**src/rtl/pipe_control.sv**
```systemverilog
// ---------------------------------------------------------------------------
// pipe_control
//
// Pipelined main control unit. The opcode of the instruction sitting in ID is
// decoded combinationally and the resulting control bundle is carried through
// the ID/EX, EX/MEM and MEM/WB registers, so every datapath stage sees the
// controls that belong to the instruction it is currently working on. The
// unit also inserts stall bubbles, squashes instructions on a taken branch,
// freezes on a low pipeline enable and counts retired instructions.
//
// Optional feature macro: CTRL_HAZARD_DETECT_EN
//   When defined, ID/EX also stores the rt field and a load-use hazard
//   against the ID instruction's rs/rt raises c_o_stall and inserts a bubble.
//   When undefined, c_i_rs/c_i_rt are ignored and c_o_stall is tied to 0.
//
// Ports:
//   c_clk         clock, rising edge
//   c_rst         synchronous reset, active-high, has priority over c_i_ce
//   c_i_ce        pipeline enable; 0 freezes all stage registers and counter
//   c_i_opcode    opcode of the instruction in ID
//   c_i_rs        rs of the ID instruction (hazard feature only)
//   c_i_rt        rt of the ID instruction (hazard feature only)
//   c_i_stall     external stall, inserts a bubble into ID/EX
//   c_i_flush     branch taken, squashes the ID and EX instructions
//   c_o_RegDst, c_o_ALUSrc, c_o_Branch, c_o_ALUOp   EX-stage controls
//   c_o_MemRead, c_o_MemWrite                        MEM-stage controls
//   c_o_RegWrite, c_o_MemtoReg                       WB-stage controls
//   c_o_illegal   EX-stage instruction carried an undecoded opcode
//   c_o_stall     internal load-use stall request
//   c_o_retired   number of valid instructions that completed WB
// ---------------------------------------------------------------------------
module pipe_control #(
  parameter int OPCODE_WIDTH = 6,
  parameter int RWIDTH       = 5,
  parameter int CNT_WIDTH    = 32
) (
  input  logic                    c_clk,
  input  logic                    c_rst,
  input  logic                    c_i_ce,
  input  logic [OPCODE_WIDTH-1:0] c_i_opcode,
  input  logic [RWIDTH-1:0]       c_i_rs,
  input  logic [RWIDTH-1:0]       c_i_rt,
  input  logic                    c_i_stall,
  input  logic                    c_i_flush,
  output logic                    c_o_RegDst,
  output logic                    c_o_ALUSrc,
  output logic                    c_o_Branch,
  output logic [1:0]              c_o_ALUOp,
  output logic                    c_o_MemRead,
  output logic                    c_o_MemWrite,
  output logic                    c_o_RegWrite,
  output logic                    c_o_MemtoReg,
  output logic                    c_o_illegal,
  output logic                    c_o_stall,
  output logic [CNT_WIDTH-1:0]    c_o_retired
);

  // Opcodes recognised by the decoder
  localparam logic [OPCODE_WIDTH-1:0] OP_RTYPE = OPCODE_WIDTH'(6'b000000);
  localparam logic [OPCODE_WIDTH-1:0] OP_LW    = OPCODE_WIDTH'(6'b100011);
  localparam logic [OPCODE_WIDTH-1:0] OP_SW    = OPCODE_WIDTH'(6'b101011);
  localparam logic [OPCODE_WIDTH-1:0] OP_BEQ   = OPCODE_WIDTH'(6'b000100);
  localparam logic [OPCODE_WIDTH-1:0] OP_ADDI  = OPCODE_WIDTH'(6'b001000);

  // Full control bundle produced in ID and held in ID/EX
  typedef struct packed {
    logic       regDst;
    logic       aluSrc;
    logic       branch;
    logic [1:0] aluOp;
    logic       memRead;
    logic       memWrite;
    logic       regWrite;
    logic       memtoReg;
    logic       illegal;
  } ctrl_t;

  // Subset still needed once the instruction has left EX
  typedef struct packed {
    logic memRead;
    logic memWrite;
    logic regWrite;
    logic memtoReg;
  } memCtrl_t;

  // Subset still needed once the instruction has left MEM
  typedef struct packed {
    logic regWrite;
    logic memtoReg;
  } wbCtrl_t;

  // How the pipeline moves on the coming edge
  typedef enum logic [1:0] {
    ADV_HOLD,
    ADV_NORMAL,
    ADV_STALL,
    ADV_FLUSH
  } advance_e;

  ctrl_t                idCtrl;

  logic                 exValid_q,  exValid_d;
  ctrl_t                exCtrl_q,   exCtrl_d;
  logic                 memValid_q, memValid_d;
  memCtrl_t             memCtrl_q,  memCtrl_d;
  logic                 wbValid_q,  wbValid_d;
  wbCtrl_t              wbCtrl_q,   wbCtrl_d;
  logic [CNT_WIDTH-1:0] retired_q,  retired_d;

  logic                 hazardStall;
  advance_e             advMode;

  // Main decoder: any opcode outside the table still enters the pipe as a
  // valid instruction, but with every control low and the illegal flag set,
  // so it flows to WB without writing anything.
  always_comb begin
    idCtrl = '0;
    case (c_i_opcode)
      OP_RTYPE: begin
        idCtrl.regDst   = 1'b1;
        idCtrl.regWrite = 1'b1;
        idCtrl.aluOp    = 2'b10;
      end
      OP_LW: begin
        idCtrl.aluSrc   = 1'b1;
        idCtrl.memRead  = 1'b1;
        idCtrl.memtoReg = 1'b1;
        idCtrl.regWrite = 1'b1;
        idCtrl.aluOp    = 2'b00;
      end
      OP_SW: begin
        idCtrl.aluSrc   = 1'b1;
        idCtrl.memWrite = 1'b1;
        idCtrl.aluOp    = 2'b00;
      end
      OP_BEQ: begin
        idCtrl.branch   = 1'b1;
        idCtrl.aluOp    = 2'b01;
      end
      OP_ADDI: begin
        idCtrl.aluSrc   = 1'b1;
        idCtrl.regWrite = 1'b1;
        idCtrl.aluOp    = 2'b00;
      end
      default: begin
        idCtrl.illegal  = 1'b1;
      end
    endcase
  end

`ifdef CTRL_HAZARD_DETECT_EN
  logic [RWIDTH-1:0] exRt_q, exRt_d;
  logic              loadUse;

  // Load-use detection: a load in EX whose destination (rt) is read by the
  // ID instruction must let the load get one stage ahead first. Register 0
  // is hard-wired, so it never creates a dependency. A flush kills the ID
  // instruction anyway, and reset discards everything, so neither needs the
  // stall.
  always_comb begin
    loadUse     = exValid_q & exCtrl_q.memRead &
                  ((exRt_q == c_i_rs) | (exRt_q == c_i_rt)) &
                  (exRt_q != '0);
    hazardStall = loadUse & ~c_rst & ~c_i_flush;
  end
`else
  logic unusedHazardInputs;

  // Without the hazard unit the register fields have no consumer.
  assign unusedHazardInputs = ^{c_i_rs, c_i_rt};
  assign hazardStall        = 1'b0;
`endif

  // Pick the edge behaviour: a frozen pipe ignores stall and flush, and a
  // flush already bubbles ID/EX, so it overrides any stall request.
  always_comb begin
    advMode = ADV_NORMAL;
    if (!c_i_ce) begin
      advMode = ADV_HOLD;
    end else if (c_i_flush) begin
      advMode = ADV_FLUSH;
    end else if (c_i_stall | hazardStall) begin
      advMode = ADV_STALL;
    end
  end

  // Stage register next-state. MEM/WB always takes EX/MEM whenever the pipe
  // moves, so the oldest instruction completes even across a flush.
  always_comb begin
    exValid_d  = exValid_q;
    exCtrl_d   = exCtrl_q;
    memValid_d = memValid_q;
    memCtrl_d  = memCtrl_q;
    wbValid_d  = wbValid_q;
    wbCtrl_d   = wbCtrl_q;
`ifdef CTRL_HAZARD_DETECT_EN
    exRt_d     = exRt_q;
`endif

    case (advMode)
      ADV_NORMAL: begin
        exValid_d  = 1'b1;
        exCtrl_d   = idCtrl;
`ifdef CTRL_HAZARD_DETECT_EN
        exRt_d     = c_i_rt;
`endif
        memValid_d = exValid_q;
        memCtrl_d  = '{memRead:  exCtrl_q.memRead,
                       memWrite: exCtrl_q.memWrite,
                       regWrite: exCtrl_q.regWrite,
                       memtoReg: exCtrl_q.memtoReg};
        wbValid_d  = memValid_q;
        wbCtrl_d   = '{regWrite: memCtrl_q.regWrite,
                       memtoReg: memCtrl_q.memtoReg};
      end
      ADV_STALL: begin
        exValid_d  = 1'b0;
        exCtrl_d   = '0;
`ifdef CTRL_HAZARD_DETECT_EN
        exRt_d     = '0;
`endif
        memValid_d = exValid_q;
        memCtrl_d  = '{memRead:  exCtrl_q.memRead,
                       memWrite: exCtrl_q.memWrite,
                       regWrite: exCtrl_q.regWrite,
                       memtoReg: exCtrl_q.memtoReg};
        wbValid_d  = memValid_q;
        wbCtrl_d   = '{regWrite: memCtrl_q.regWrite,
                       memtoReg: memCtrl_q.memtoReg};
      end
      ADV_FLUSH: begin
        exValid_d  = 1'b0;
        exCtrl_d   = '0;
`ifdef CTRL_HAZARD_DETECT_EN
        exRt_d     = '0;
`endif
        memValid_d = 1'b0;
        memCtrl_d  = '0;
        wbValid_d  = memValid_q;
        wbCtrl_d   = '{regWrite: memCtrl_q.regWrite,
                       memtoReg: memCtrl_q.memtoReg};
      end
      default: begin
      end
    endcase
  end

  // Retire counter: an instruction retires on the edge that moves it out of
  // MEM/WB, so the count follows the WB valid bit seen before the edge.
  always_comb begin
    retired_d = retired_q;
    if (c_i_ce && wbValid_q) begin
      retired_d = retired_q + CNT_WIDTH'(1);
    end
  end

  // Stage registers and counter; reset turns every stage into a bubble.
  always_ff @(posedge c_clk) begin
    if (c_rst) begin
      exValid_q  <= 1'b0;
      exCtrl_q   <= '0;
      memValid_q <= 1'b0;
      memCtrl_q  <= '0;
      wbValid_q  <= 1'b0;
      wbCtrl_q   <= '0;
      retired_q  <= '0;
`ifdef CTRL_HAZARD_DETECT_EN
      exRt_q     <= '0;
`endif
    end else begin
      exValid_q  <= exValid_d;
      exCtrl_q   <= exCtrl_d;
      memValid_q <= memValid_d;
      memCtrl_q  <= memCtrl_d;
      wbValid_q  <= wbValid_d;
      wbCtrl_q   <= wbCtrl_d;
      retired_q  <= retired_d;
`ifdef CTRL_HAZARD_DETECT_EN
      exRt_q     <= exRt_d;
`endif
    end
  end

  assign c_o_RegDst   = exCtrl_q.regDst;
  assign c_o_ALUSrc   = exCtrl_q.aluSrc;
  assign c_o_Branch   = exCtrl_q.branch;
  assign c_o_ALUOp    = exCtrl_q.aluOp;
  assign c_o_illegal  = exCtrl_q.illegal;
  assign c_o_MemRead  = memCtrl_q.memRead;
  assign c_o_MemWrite = memCtrl_q.memWrite;
  assign c_o_RegWrite = wbCtrl_q.regWrite;
  assign c_o_MemtoReg = wbCtrl_q.memtoReg;
  assign c_o_stall    = hazardStall;
  assign c_o_retired  = retired_q;

endmodule

```
**config.mk**
```make
export PLATFORM = sky130hd
export DESIGN_NAME = pipe_control
export DESIGN_NICKNAME = d
export VERILOG_FILES = /design/src/rtl/pipe_control.sv
export SDC_FILE = /design/constraint.sdc
export NUM_CORES = 1
export LEC_CHECK = 0
export ABC_AREA = 1
export BUFFER_PORTS_ARGS = -buffer_cell sky130_fd_sc_hd__buf_2
export CAP_MARGIN = 40
export CORE_MARGIN = 5
export CORE_UTILIZATION = 56
export DETAILED_ROUTE_END_ITERATION = 12
export PLACE_DENSITY = 0.85
export SKIP_LAST_GASP = 1
export SLEW_MARGIN = 30
export SYNTH_ARGS = -nofsm -noshare
export SYNTH_HDL_FRONTEND = slang
export SYNTH_SLANG_ARGS = --single-unit
```
**constraint.sdc**
```tcl
create_clock -name c_clk -period 3.48 [get_ports c_clk]
set_input_delay 1.044 -clock c_clk [delete_from_list [all_inputs] [get_ports c_clk]]
set_output_delay 1.044 -clock c_clk [all_outputs]
set_load 0.03 [all_outputs]
```
After elaboration in Yosys (flattened, before gate mapping)
Cells that the tools add are included.
Widths: inputs -> output; s select.
{"block": "word_totals", "regBits": 51, "input_bits": 21, "output_inout_bits": 43, "word_cells": 52}
{"block": "op_classes", "n_addsub": 1, "eq_ne": 7, "n_mux": 15, "reduce_logical": 10}
{"operator": "$add 32x1->32 const B", "count": 1}
{"operator": "$pmux 10 s2", "count": 1}
{"operator": "$eq 6x6->1 const B", "count": 2}
{"operator": "$reduce_or 3->1", "count": 3}
{"operator": "$pmux 4 s2", "count": 1}
{"operator": "$mux 1", "count": 7}
{"operator": "$eq 6x3->1 const B", "count": 1}
{"operator": "$eq 6x4->1 const B", "count": 1}
{"operator": "$logic_not 6->1", "count": 1}
{"operator": "$mux 2", "count": 3}
{"operator": "$reduce_or 5->1", "count": 1}
{"operator": "$eq 2x2->1 const B", "count": 2}
{"operator": "$pmux 1 s2", "count": 2}
{"operator": "$pmux 2 s2", "count": 1}
{"operator": "$reduce_bool 2->1", "count": 2}
{"operator": "$reduce_or 2->1", "count": 2}
{"operator": "$eq 2x1->1 const B", "count": 1}
{"operator": "$logic_and 1x1->1", "count": 1}

Longest topological paths before layout
{"block": "depth", "ltp_word": 6, "depth_mapped": 9, "depth_no_buf": 9}

Worst setup path after synthesis
Ideal clock, no wire load.
{"block": "synth_path", "kind": "input port to flip-flop", "from": "input port c_i_ce", "to": "register retired_q[15] (netlist: c_o_retired[15])", "setup_ns": 0.114, "arrival_time_ns": 1.737, "t_required_ns": 3.366, "setup_slack_ns": 1.630, "stages": 9, "n_path_buf": 0, "path_cell_list": "nand2_4 > inv_2 > nand2_2 > nor2_2 > nand2_2 > nor2_2 > nand2_1 > nand2_1 > nor2_1"}
{"block": "synth_via", "elab_chain_cells": 1}
{"item": "start, declared", "line": "39", "source": "input logic c_i_ce,"}
{"item": "$logic_and 1x1->1", "line": "252", "source": "if (c_i_ce && wbValid_q) begin"}
{"item": "end signal, assigned", "line": "277", "source": "retired_q <= retired_d;"}
{"item": "end, declared", "line": "108", "source": "logic [CNT_WIDTH-1:0] retired_q, retired_d;"}
Every way passes these cells.
A chain may end at the register's enable or synchronous reset.

Final worst setup path
{"block": "layout_path", "from": "register retired_q[26] (netlist: c_o_retired[26])", "to": "output port c_o_retired[26]"}
{"item": "end, declared", "line": "55", "source": "output logic [CNT_WIDTH-1:0] c_o_retired"}
No word-level cell between the ends.

==> impl_metrics.csv <==
group,metric,value,unit
timing,setup_viol_count_final,0,
setup_path,crit_slowest_cell,"dfxtp_1",
power,power_density,362,nW/µm²
cells_and_area,antennaDiodeCount,0,
die,die_y,75.8,µm
yosys,synth_most_common_cell,"nand2_1",
yosys,ys_ff_latch,48,
drt,via_per_inst,4.98,
placement,placed_cell_area,2710,µm²
cells_and_area,fin_util,66.3,%
drt,drtIter0Drc,100,
global_route,overflow,0,
drt,wire_per_inst,11.1,µm
timing,slew_violations,0,
timing,hold_slack,0.465,ns
global_route,grt_pass1_vias,2077,
yosys,synth.area.top_cells,"dfxtp_1 (40%), nand2_1 (14%), nor2_1 (9.1%), inv_1 (7.4%), a21oi_1 (5.8%)",
drt,totalWireLength,5190,µm
die,rows,24,
yosys,synth_fp_nets,386,
setup_path,path_cells,"buf_2",
drt,post-route-drc-count,0,
timing,skew,0.00555,ns
drt,dr_wl_met2,2490,µm
yosys,synth_commonest_cells,"nand2_1 (91), nor2_1 (59), dfxtp_1 (48), inv_1 (48), a21oi_1 (28)",
timing,hold_viol,0,
clocking,htree_levels,2,
clocking,cts-buffers-inserted,5,
yosys,synthCells,364,
setup_path,cp.buffers_inverters,1,
yosys,synth_top_family_by_area,"simple AND/OR/NAND/NOR gates",
setup_path,cp-end-kind,"output port",
yosys,synthAdderAreaFrac,0.515,%
yosys,synth.distinct_cells,28,
cells_and_area,area_growth_syn_to_layout,16.5,%
global_route,grt_start_max_net_pins,22,
outcome,outcome,"completed",
clocking,cts_root_buffer,"clkbuf_8",
min_path,min_path_type,"reg -> reg",
die,die_w,75.8,µm
clocking,cts_buffer_depth,2,
yosys,yosys.area.top_type,"dfxtp_1",
yosys,synth-edff-count,0,
timing,relSlewSlack,65.5,%
clocking,clk_pin_slew,0.09,ns
clocking,clock_latency,0.31,ns
drt,vias,2335,
timing,fin_crit,2.03,ns
clocking,ctsResizeCount,0,
cells_and_area,stdcell_area,2830,µm²
drt,drtAntennaViolNets,0,
global_route,grt_first_pass_wirelength,8670,µm
placement,place.gp.congestion,0.862,
power,p_leak,1.31,nW
setup_path,crit_type,"reg -> out",
clocking,cts_tree,"built",
setup_path,cp-start-kind,"flip-flop",
timing,fin_crit_sh,58.4,%
clocking,cts.sink_count,48,
timing,timing.setup.tns,0,ns
die,ios,64,
global_route,grt_usage,19.4,%
yosys,synth_compound_area_share,9.02,%
yosys,syn-cell-area,2430,µm²
die,core_area,4260,µm²
clocking,hold_buffers,0,
yosys,synthMuxAreaShare,0,%
cells_and_area,drive_above_1_share,19.4,%
timing,rsz0062_at_grt,"false",
power,ir_worst_vdd,0.256,mV
timing,max_clock_freq,492,MHz
drt,top_layer,"met4",
timing,worst_slew_pin_slew,0.514,ns
placement,dp_hpwl,3950,µm
setup_path,crit_family,"flip-flops",
placement,portBuffers,52,
drt,dr_wl_met3,277,µm
job,maxCapViolations,0,
global_route,antenna_found_initial,0,
setup_path,arrival,0.99,ns
yosys,yosys.area_share.simple,40.6,%
yosys,synth_top_area_share,39.6,%
setup_path,worst_ep_required_time,2.44,ns
yosys,ys_seq_area_share,39.6,%
drt,drt_pass1_iterations,4,
cells_and_area,final_nets,438,
yosys,ys.flop_type,"dfxtp_1",
clocking,cts_setup_buffers,0,
yosys,async_flop_share,0,%
yosys,synth_warnings,0,
setup_path,critical_path_peak_fanout,6,
drt,wl_met1,2320,µm
die,initial_utilization,56.9,%
yosys,synth-xor-area-share,0.361,%
yosys,synth_area_per_cell,6.67,µm²
setup_path,slowest_delay,0.44,ns
die,dieArea,5750,µm²
logic make-up after synthesis:
logic type,Yosys count
buf+inv,58
xor+xnor,1
simple gates,212
compound gates,43
fa+ha+maj,1
other cells,1
flops,48
routing by layer:
| metal | global-route usage [%] | vias up |
|---|---|---|
| met2 | 32.7 | 54 |
| li1 | - | 1247 |
| met5 | 0 | - |
| met3 | 4.62 | 8 |
| met1 | 23.8 | 1026 |
| met4 | 7.18 | 0 |
state kept, by name, summed over array words and instances, names as in the netlist:
signal / count
c_o_MemtoReg: 1
wbValid_q: 1
c_o_MemWrite: 1
memValid_q: 1
c_o_retired: 32
c_o_ALUOp: 1
c_o_Branch: 1
c_o_ALUSrc: 1
c_o_illegal: 1
c_o_RegWrite: 1
memCtrl_q: 1
exCtrl_q: 3
exValid_q: 1
c_o_RegDst: 1
c_o_MemRead: 1
metrics by stage:
step / setup WS [ns] / cells / total power (W)
2_1_floorplan: 1.63 / 364 / 0.000602
3_3_place_gp: 1.16 / 461 / 0.000616
3_5_place_dp: 1.14 / 461 / 0.000618
4_1_cts: 1.43 / 469 / 0.00103
5_1_grt: 1.34 / 469 / 0.00105
6_report: 1.45 / 469 / 0.00102
cells in the final DEF (no fill, tap or decap), drive strengths merged:
cell type / instances
buf: 53
dfxtp: 48
nor3: 8
clkbuf: 5
ha: 1
nand4: 8
nor2: 70
clkinv: 3
xor2: 1
nand3b: 1
inv: 49
a31oi: 1
nor3b: 1
conb: 1
nand3: 27
a21oi: 28
nand2: 97
bufinv: 1
o21a: 1
o21ai: 13
report_power, final:
group / switching (W) / leakage, nW / internal, W
sequential: 0.00000276 / 0.387 / 0.000553
clock: 0.000201 / 0.0583 / 0.000217
combinational: 0.0000352 / 0.864 / 0.0000145
total: 0.000239 / 1.31 / 0.000784
final timing paths:
check                  startpoint         endpoint  slack [ns]  cells past startpoint
setup / recovery  c_o_retired[26]  c_o_retired[26]        1.45                      1
hold / removal        exCtrl_q[3]     c_o_MemWrite        0.46                      2
setup reg to reg   c_o_retired[0]  c_o_retired[26]        1.93                      9
hold reg to reg       exCtrl_q[3]     c_o_MemWrite        0.46                      2
cell type report:
| cell class | count | area (µm²) |
|---|---|---|
| Clock buffer | 5 | 68.8 |
| Clock inverter | 3 | 47.5 |
| Fill cell | 396 | 1440 |
| Inverter | 50 | 188 |
| Multi-Input combinational cell | 258 | 1230 |
| Sequential cell | 48 | 961 |
| Tap cell | 52 | 65.1 |
| Timing Repair Buffer | 53 | 268 |
Power figures use the tool's default switching activity.
